$ cat config.mk
export PLATFORM = sky130hd
export DESIGN_NAME = mul_arbiter
export DESIGN_NICKNAME = d
export VERILOG_FILES = /design/src/rtl/mul_arbiter.sv
export SDC_FILE = /design/constraint.sdc
export NUM_CORES = 1
export LEC_CHECK = 0
export BUFFER_PORTS_ARGS = -buffer_cell sky130_fd_sc_hd__buf_2
export CORE_MARGIN = 5
export CORE_UTILIZATION = 35
export CTS_BUF_LIST = sky130_fd_sc_hd__clkbuf_2
export DETAILED_ROUTE_END_ITERATION = 8
export PLACE_DENSITY = 0.67
export SYNTH_ARGS = -nofsm -noshare
export SYNTH_HDL_FRONTEND = slang
export SYNTH_SLANG_ARGS = --single-unit
$ cat constraint.sdc
create_clock -name clk -period 2 [get_ports clk]
set_input_delay 0.2 -clock clk [delete_from_list [all_inputs] [get_ports clk]]
set_output_delay 0.2 -clock clk [all_outputs]
set_load 0.005 [all_outputs]
$ cat src/rtl/mul_arbiter.sv
`default_nettype none
// +----------------------------------------------------------------------------+
// | mul_arbiter: shares one multi-cycle signed MUL unit between requesters A/B |
// | Rev 1.0  initial release                                                   |
// +----------------------------------------------------------------------------+
module mul_arbiter #(
  parameter int DATA_W  = 32,
  parameter int TIMEOUT = 127
) (
  input  logic                  clk,
  input  logic                  reset,
  input  logic                  req_a,
  input  logic [DATA_W-1:0]     a_multiplier,
  input  logic [DATA_W-1:0]     a_multiplicand,
  output logic                  ack_a,
  output logic                  done_a,
  input  logic                  req_b,
  input  logic [DATA_W-1:0]     b_multiplier,
  input  logic [DATA_W-1:0]     b_multiplicand,
  output logic                  ack_b,
  output logic                  done_b,
  output logic [2*DATA_W-1:0]   res_out,
  output logic                  err,
  output logic                  m_op_start,
  output logic                  m_op_clear,
  output logic [DATA_W-1:0]     m_multiplier,
  output logic [DATA_W-1:0]     m_multiplicand,
  input  logic                  m_op_done,
  input  logic [2*DATA_W-1:0]   m_result
);

  localparam logic [1:0] c_st_idle  = 2'd0;
  localparam logic [1:0] c_st_run   = 2'd1;
  localparam logic [1:0] c_st_clear = 2'd2;
  localparam logic [7:0] c_timeout  = 8'(TIMEOUT);

  logic [1:0] r_state;
  logic       r_owner_b;
  logic       r_last_b;
  logic [7:0] r_cnt;

  logic       w_req_any;
  logic       w_grant_b;

  // On a tie the requester that was not served last wins.
  assign w_req_any = req_a | req_b;
  assign w_grant_b = req_b & (~req_a | ~r_last_b);

  always_ff @(posedge clk) begin
    if (reset) begin
      r_state        <= c_st_idle;
      r_owner_b      <= 1'b0;
      r_last_b       <= 1'b1;
      r_cnt          <= 8'd0;
      ack_a          <= 1'b0;
      ack_b          <= 1'b0;
      done_a         <= 1'b0;
      done_b         <= 1'b0;
      res_out        <= '0;
      err            <= 1'b0;
      m_op_start     <= 1'b0;
      m_op_clear     <= 1'b0;
      m_multiplier   <= '0;
      m_multiplicand <= '0;
    end else begin
      ack_a      <= 1'b0;
      ack_b      <= 1'b0;
      done_a     <= 1'b0;
      done_b     <= 1'b0;
      m_op_clear <= 1'b0;
      case (r_state)
        c_st_idle: begin
          if (w_req_any) begin
            ack_a          <= ~w_grant_b;
            ack_b          <= w_grant_b;
            m_multiplier   <= w_grant_b ? b_multiplier   : a_multiplier;
            m_multiplicand <= w_grant_b ? b_multiplicand : a_multiplicand;
            m_op_start     <= 1'b1;
            r_owner_b      <= w_grant_b;
            r_last_b       <= w_grant_b;
            r_cnt          <= 8'd0;
            r_state        <= c_st_run;
          end
        end
        c_st_run: begin
          // op_done takes priority over a coincident timeout.
          if (m_op_done) begin
            res_out    <= m_result;
            err        <= 1'b0;
            done_a     <= ~r_owner_b;
            done_b     <= r_owner_b;
            m_op_start <= 1'b0;
            m_op_clear <= 1'b1;
            r_state    <= c_st_clear;
          end else if (r_cnt == c_timeout) begin
            res_out    <= '0;
            err        <= 1'b1;
            done_a     <= ~r_owner_b;
            done_b     <= r_owner_b;
            m_op_start <= 1'b0;
            m_op_clear <= 1'b1;
            r_state    <= c_st_clear;
          end else begin
            r_cnt <= r_cnt + 8'd1;
          end
        end
        c_st_clear: begin
          r_state <= c_st_idle;
        end
        default: begin
          r_state <= c_st_idle;
        end
      endcase
    end
  end

endmodule
`default_nettype wire
==> results by group, run 1 <==
Outcome
  • Status: finished, final reports clean

Floorplan
  • Die width: about 140 um
  • Initial core utilization: a little over a third
  • # rows: 46
  • Core area: approximately 16000 um^2
  • Die Y: approximately 140 um
  • Io pins: ~330
  • Die Area: ~18000 um^2

STA
  • Setup violators final: 0
  • RSZ-0062 raised after global routing: true
  • Final setup margin: ~0.04 ns
  • Fin crit share: between 90% and 100%
  • Post-layout min period: 1.960 ns
  • Slew at the pin with the worst max-slew slack: ~0.53 ns
  • Clk_skew: roughly 0.022 ns
  • Final hold viol count: 0
  • Max Slew Vio Count: 0
  • Hold slack final: ~0.22 ns
  • Slew HR: between 60 and 70%
  • Highest clock rate: 510.3 MHz

Hold path
  • HP Class: in -> reg
  • Hold Crit Start: m_result[50]
  • Hold Path End: res_out[50]
  • Hold Crit Depth: 3

Logic synthesis
  • Top-count cell post-synth: dfxtp_1
  • Synth top cells by count: dfxtp_1, nor2_1, a211oi_1
  • Syn Area/Cell: ~11 um^2
  • Seq/Total Area, Yosys: roughly 53%
  • Yosys warns: 0
  • Leading area contributor after synthesis: dfxtp_1
  • Synth top area share: about 53%
  • Yosys reg bits: approximately 150
  • EDFF count, synth: 0
  • Ys flop type: dfxtp_1
  • Area contributors post-synth: dfxtp_1, mux2i_1, a22o_1, a211oi_1, nor2_1
  • Ys async rst share: 0%
  • Distinct cells, synth: 37
  • Mapped cell area: 5555 um^2
  • Post-synthesis net count: between 700 and 800
  • Syn Inst Count: roughly 520

Clock tree
  • Clock tree buffer depth: 2
  • CTS tree: built
  • Root Driver: clkbuf_2
  • Total CTS buffers: 17
  • Clock Pin Slew Worst Setup and Hold Paths: approximately 0.22 ns
  • Clk_lat worst skew: 0.71 ns
  • CTS sink count: 147
  • Htree depth: 4

Pwr
  • Leak pwr: 0.004601 uW
  • Power per cell area: 676.4 nW/um^2
  • Pwr Total: between 6000 and 7000 uW
  • Worst VDD drop: roughly 290 uV

Placement
  • HPWL after DPL: approximately 13000 um
  • GP Congestion: approximately 0.82
  • DP Worst Slack: between 0.2 and 0.25 ns
  • Area of placed instances: around 7400 um^2
  • # port buffers: 331

GRT
  • First-pass GRT wire length: between 30000 and 40000 um
  • Pin count of the biggest net entering global routing: 78
  • Grt total ovfl: 0
  • Number of global-route vias before repair: between 6000 and 7000
  • All-Layer GR Usage: 23.19%
  • Antenna violations before repair: 1

Detailed routing
  • DRT antenna net count: 0
  • Residual DRC: 0
  • Via count: ~6200
  • WL/cell: about 18 um
  • 1st-pass router iterations: 5
  • WL final: approximately 23000 um
  • Initial DRC count: just over 300
  • Vias/cell: roughly 4.9

Critical path
  • R2R cell count: 6
  • Crit Path Class: reg -> reg
  • CP bufs+invs: 3
  • Top delay family on crit path: buffers and inverters
  • CP arrival: 2.61 ns
  • Critical R2R Capture: m_multiplier[9]
  • Cells along the critical path: a21boi_4 > buf_12 > buf_16 > mux2i_1 > dlygate4sd3_1 > a211oi_1
  • Worst r2r src: r_last_b
  • Slowest stage delay, CP: approximately 0.57 ns
  • Crit end category: flop
  • CP Max Fanout: 33
  • Critical path's slowest cell: dlygate4sd3_1
  • Setup slack, reg-to-reg: roughly 0.04 ns
  • Worst setup SP type: flop
  • Worst path required time: 2.65 ns

Cells and area
  • Area Overhead vs Synth: 75.92%
  • Finished Core Util: 62.20%
  • Share of post-route cells with drive strength above 1: a little under two fifths
  • Final instance area: 9773 um^2
  • Nets: about 1200

Flow run
  • Max cap viols: 0
[registers in the layout, summed over array words and instances (netlist names)]
register        cells
m_op_clear          1
res_out            64
m_multiplier       32
done_b              1
m_op_start          1
r_last_b            1
r_cnt               8
r_state             2
err                 1
ack_a               1
ack_b               1
done_a              1
m_multiplicand     32
r_owner_b           1
[cell families (layout without fill, tap and decap cells)]
kind of cell | Yosys count | after routing | share of synthesized area (%)
simple gates | 107 | 107 | 8.919
fa+ha+maj | 1 | 1 | 0.2252
flops | 147 | 147 | 52.97
mux | 64 | 64 | 11.53
compound gates | 152 | 152 | 21.69
buf+inv | 47 | 581 | 4.662
other cells | 0 | 1 | 0
[worst max-delay path by stage]
stage | from | to | slack [ns] | cells after the start
2_1_floorplan | r_cnt[0] | res_out[11] | 0.39 | 7
3_3_place_gp | r_cnt[0] | res_out[45] | 0.28 | 6
3_5_place_dp | r_cnt[0] | res_out[33] | 0.24 | 6
4_1_cts | r_last_b | m_multiplier[22] | 0.02 | 5
5_1_grt | r_last_b | m_multiplier[30] | -0.02 | 6
6_report | r_last_b | m_multiplier[9] | 0.04 | 6
[tightest hold or removal path, delay by kind of cell]
kind | cells | cell delay (ns)
AO/OA/AOI/OAI | 1 | 0.11
buffers and inverters | 2 | 0.62
[cells in the final DEF, fill, tap and decap left out, types with 2 or more instances in the layout]
cell,n
a211oi_1,62
a211oi_2,3
a21oi_1,5
a22o_1,64
a31oi_1,6
and2_1,2
and3_1,2
buf_12,7
buf_2,331
buf_4,8
bufinv_16,2
clkbuf_2,18
clkinv_1,2
clkinv_2,4
clkinv_4,4
dfxtp_1,146
dlygate4sd3_1,198
mux2i_1,62
mux2i_2,2
nand2_1,5
nand3_1,11
nand3b_1,2
nand4b_1,2
nor2_1,67
nor2b_1,2
nor3_1,3
o211ai_1,4
or4_1,2
[area by class of cell]
| type | instances | area [um^2] |
|---|---|---|
| Fill cell | 1223 | 5939 |
| Timing Repair Buffer | 548 | 3918 |
| Sequential cell | 147 | 2944 |
| Multi-Input combinational cell | 324 | 2406 |
| Tap cell | 216 | 270.3 |
| Clock inverter | 14 | 138.9 |
| Clock buffer | 18 | 90.09 |
| Inverter | 1 | 3.754 |
| Antenna cell | 1 | 2.502 |
[routing by layer]
layer | up-vias | track usage, % | routed length (um)
li1 | 2983 | - | -
met1 | 2857 | 26.64 | 9078
met2 | 338 | 39.41 | 11050
met3 | 51 | 7.550 | 2024
met4 | 0 | 10.30 | 905
met5 | - | 0 | 0
[per-stage QoR]
step           cells  TNS (ns)
3_3_place_gp    1032         0
5_1_grt         1269  -0.07724
6_report        1269         0
4_1_cts         1262         0
2_1_floorplan    518         0
3_5_place_dp    1032         0
[power breakdown]
| part | internal (uW) | switching [uW] |
|---|---|---|
| clock | 572 | 1090 |
| combinational | 920 | 750 |
| sequential | 3160 | 121 |
| total | 4650 | 1960 |
[timing repair]
action | CTS | global route
resized for setup | 0 | 13
buffers inserted | 0 | 3
endpoints found under the hold margin | 146 | 0
hold buffers | 198 | 0
setup endpoints to repair | 0 | 52
(Power assumes the default switching activity.)
==> inputs of run 2 (changes only) <==
--- a/config.mk
+++ b/config.mk
@@ -8,3 +8,3 @@
 export BUFFER_PORTS_ARGS = -buffer_cell sky130_fd_sc_hd__buf_2
-export CORE_MARGIN = 5
+export CORE_MARGIN = 3
 export CORE_UTILIZATION = 35
==> constraint.sdc (replaced) <==
create_clock -name clk -period 2 [get_ports clk]
set_input_delay 0.3 -clock clk [delete_from_list [all_inputs] [get_ports clk]]
set_output_delay 0.3 -clock clk [all_outputs]
set_load 0.005 [all_outputs]
==> run 2 against run 1 <==
  * Clock skew increased by 0.022 ns
  * Routed wire length decreased by 2.1%
  * Critical path depth unchanged
  * Setup slack improved by 0.14 ns
  * Via count increased by 1.1%
  * Combinational power decreased by 5%
  * Register-to-register slack improved by 0.14 ns
  * Sequential cell count unchanged
==> results by group, run 2 (synthesized netlist as in run 1, its figures left out) <==
Detailed routing
  • Residual DRC: 0
  • Via count: between 6000 and 7000
  • DRT antenna net count: 0
  • Initial DRC count: around 280
  • WL/cell: roughly 18 um
  • 1st-pass router iterations: 5
  • WL final: between 20000 and 25000 um
  • Vias/cell: about 5.0

GRT
  • Pin count of the biggest net entering global routing: 80
  • Number of global-route vias before repair: about 6600
  • All-Layer GR Usage: 25.30%
  • First-pass GRT wire length: around 36000 um
  • Grt total ovfl: 0
  • Antenna violations before repair: 1

STA
  • Final hold viol count: 0
  • Max Slew Vio Count: 0
  • Clk_skew: 0.04428 ns
  • Hold slack final: 0.1247 ns
  • Fin crit share: approximately nine tenths
  • Post-layout min period: between 1.5 and 2 ns
  • Final setup margin: 0.1808 ns
  • Setup TNS: 0 ns
  • Slew HR: about 36%
  • Highest clock rate: ~550 MHz
  • RSZ-0062 raised after global routing: false
  • Setup violators final: 0
  • Slew at the pin with the worst max-slew slack: about 0.96 ns

Floorplan
  • Die Area: around 17000 um^2
  • Die Y: ~130 um
  • Core area: roughly 15000 um^2
  • Die width: approximately 130 um
  • Io pins: 332
  • Initial core utilization: a little over a third
  • # rows: 45

Pwr
  • Net load switching power: 1971 uW
  • Sequential share of power: between 40% and 50%
  • Gate power share: between 20% and 30%
  • Net Sw Frac: between 20% and 30%
  • Int Power: between 4000 and 5000 uW
  • Worst VDD drop: ~330 uV
  • Pwr Total: 6830 uW
  • Leak pwr: 0.004603 uW
  • Power per cell area: around 700 nW/um^2
  • Clk pwr share: roughly 29%

Placement
  • HPWL after DPL: around 13000 um
  • GP Congestion: 0.7879
  • DP Worst Slack: 0.2450 ns
  • # port buffers: approximately 330

Hold path
  • HP Class: in -> reg

Critical path
  • Top delay family on crit path: compound AO/OA/AOI/OAI gates
  • Cells along the critical path: ha_1 > nand3_2 > o21bai_2 > a21oi_4 > buf_12 > a22o_1
  • Crit end category: flop
  • CP bufs+invs: 1
  • Worst setup SP type: flop
  • CP arrival: roughly 2.4 ns
  • Slowest stage delay, CP: approximately 0.43 ns
  • Worst path required time: roughly 2.6 ns
  • CP Max Fanout: 32
  • Critical path's slowest cell: dfxtp_1
  • Crit Path Class: reg -> reg

Cells and area
  • Area Overhead vs Synth: 75.47%
  • Sequential cell area: approximately 2900 um^2
  • Top Registers: res_out x64, m_multiplicand x32, m_multiplier x32
  • Most frequent cells in the layout: buf_2, dlygate4sd3_1, dfxtp_1, nor2_1, a211oi_1
  • Finished Core Util: 63.42%
  • Max reg flops: between 60 and 70
  • Fill count: between 1000 and 1500
  • Commonest non-fill, non-tap cell in the layout: buf_2
  • Multi-input gate area: roughly 2400 um^2
  • Reg with most FFs: res_out
  • Share of post-route cells with drive strength above 1: 37.36%
  • Nets: approximately 1200

Clock tree
  • CTS resizes: 0
  • Clock Pin Slew Worst Setup and Hold Paths: approximately 0.2 ns
  • Htree depth: 4
  • CTS tree: built
  • Clk_lat worst skew: 0.70 ns
  • CTS sink count: roughly 150
  • Clock tree buffer depth: 2
  • Total CTS buffers: 17
  • Root Driver: clkbuf_2

Flow run
  • Max cap viols: 0

Outcome
  • Status: finished, final reports clean
## run 2: changes by cell type in the layout (fill, tap and decap cells not counted), sizes merged
| cell | change |
|---|---|
| bufinv | +2 |
| dlygate4sd3 | -3 |
| clkinvlp | +1 |
| buf | +4 |
| clkinv | -5 |
| inv | +2 |
| clkbuf | -1 |
## run 2: metal layers
metal  track usage, %  vias up  share of wire (%)
li1                 -     2995                  -
met1            30.79     2872                 40
met2            39.25      359                 45
met3            8.702       70                9.4
met4            13.94        0                5.0
met5                0        -                  0
## run 2: power by group through the flow
stage / logic (uW) / clock network (uW) / registers (uW)
final: 1580 / 1960 / 3290
after global routing: 1700 / 2140 / 3310
after CTS: 1500 / 2020 / 3280
after detailed placement: 1210 / 0 / 3330
after global placement: 1190 / 0 / 3330
after floorplan: 573 / 0 / 3350
## run 2: worst register-to-register path: stages (launching register included)
cell      delay (ns)
dfxtp_1         0.43
ha_1            0.27
nand3_2         0.18
o21bai_2        0.28
a21oi_4         0.16
buf_12          0.20
a22o_1          0.22
## run 2: area by class of cell
class / count / share of cell area, %
diodes: 1 / 0.02567
clock buffers: 18 / 0.9241
clock inverters: 14 / 2.079
inverters: 1 / 0.03851
multi-input cells: 324 / 24.43
flip-flops and latches: 147 / 30.19
well taps: 211 / 2.708
repair buffers: 548 / 39.61
## run 2: worst paths after layout
path	end	startpoint	slack (ns)	cells after the start
worst max register to register	res_out[2]	r_cnt[0]	0.18	6
worst max-delay path	res_out[2]	r_cnt[0]	0.18	6
worst min-delay path	ack_a	req_b	0.12	4
worst min register to register	done_a	r_owner_b	0.46	1
## run 2: repair_timing
item | 4_1_cts | 5_1_grt
hold endpoints to repair | 137 | 1
endpoints found under the setup margin | 0 | 1
setup buffers | 0 | 1
hold buffers | 194 | 1
## run 2: through the flow
| stage | instances | instance area (um^2) |
|---|---|---|
| final | 1264 | 9748 |
| after global routing | 1264 | 9748 |
| after CTS | 1261 | 9728 |
| after detailed placement | 1035 | 7493 |
| after global placement | 1035 | 7493 |
| after floorplan | 518 | 5555 |
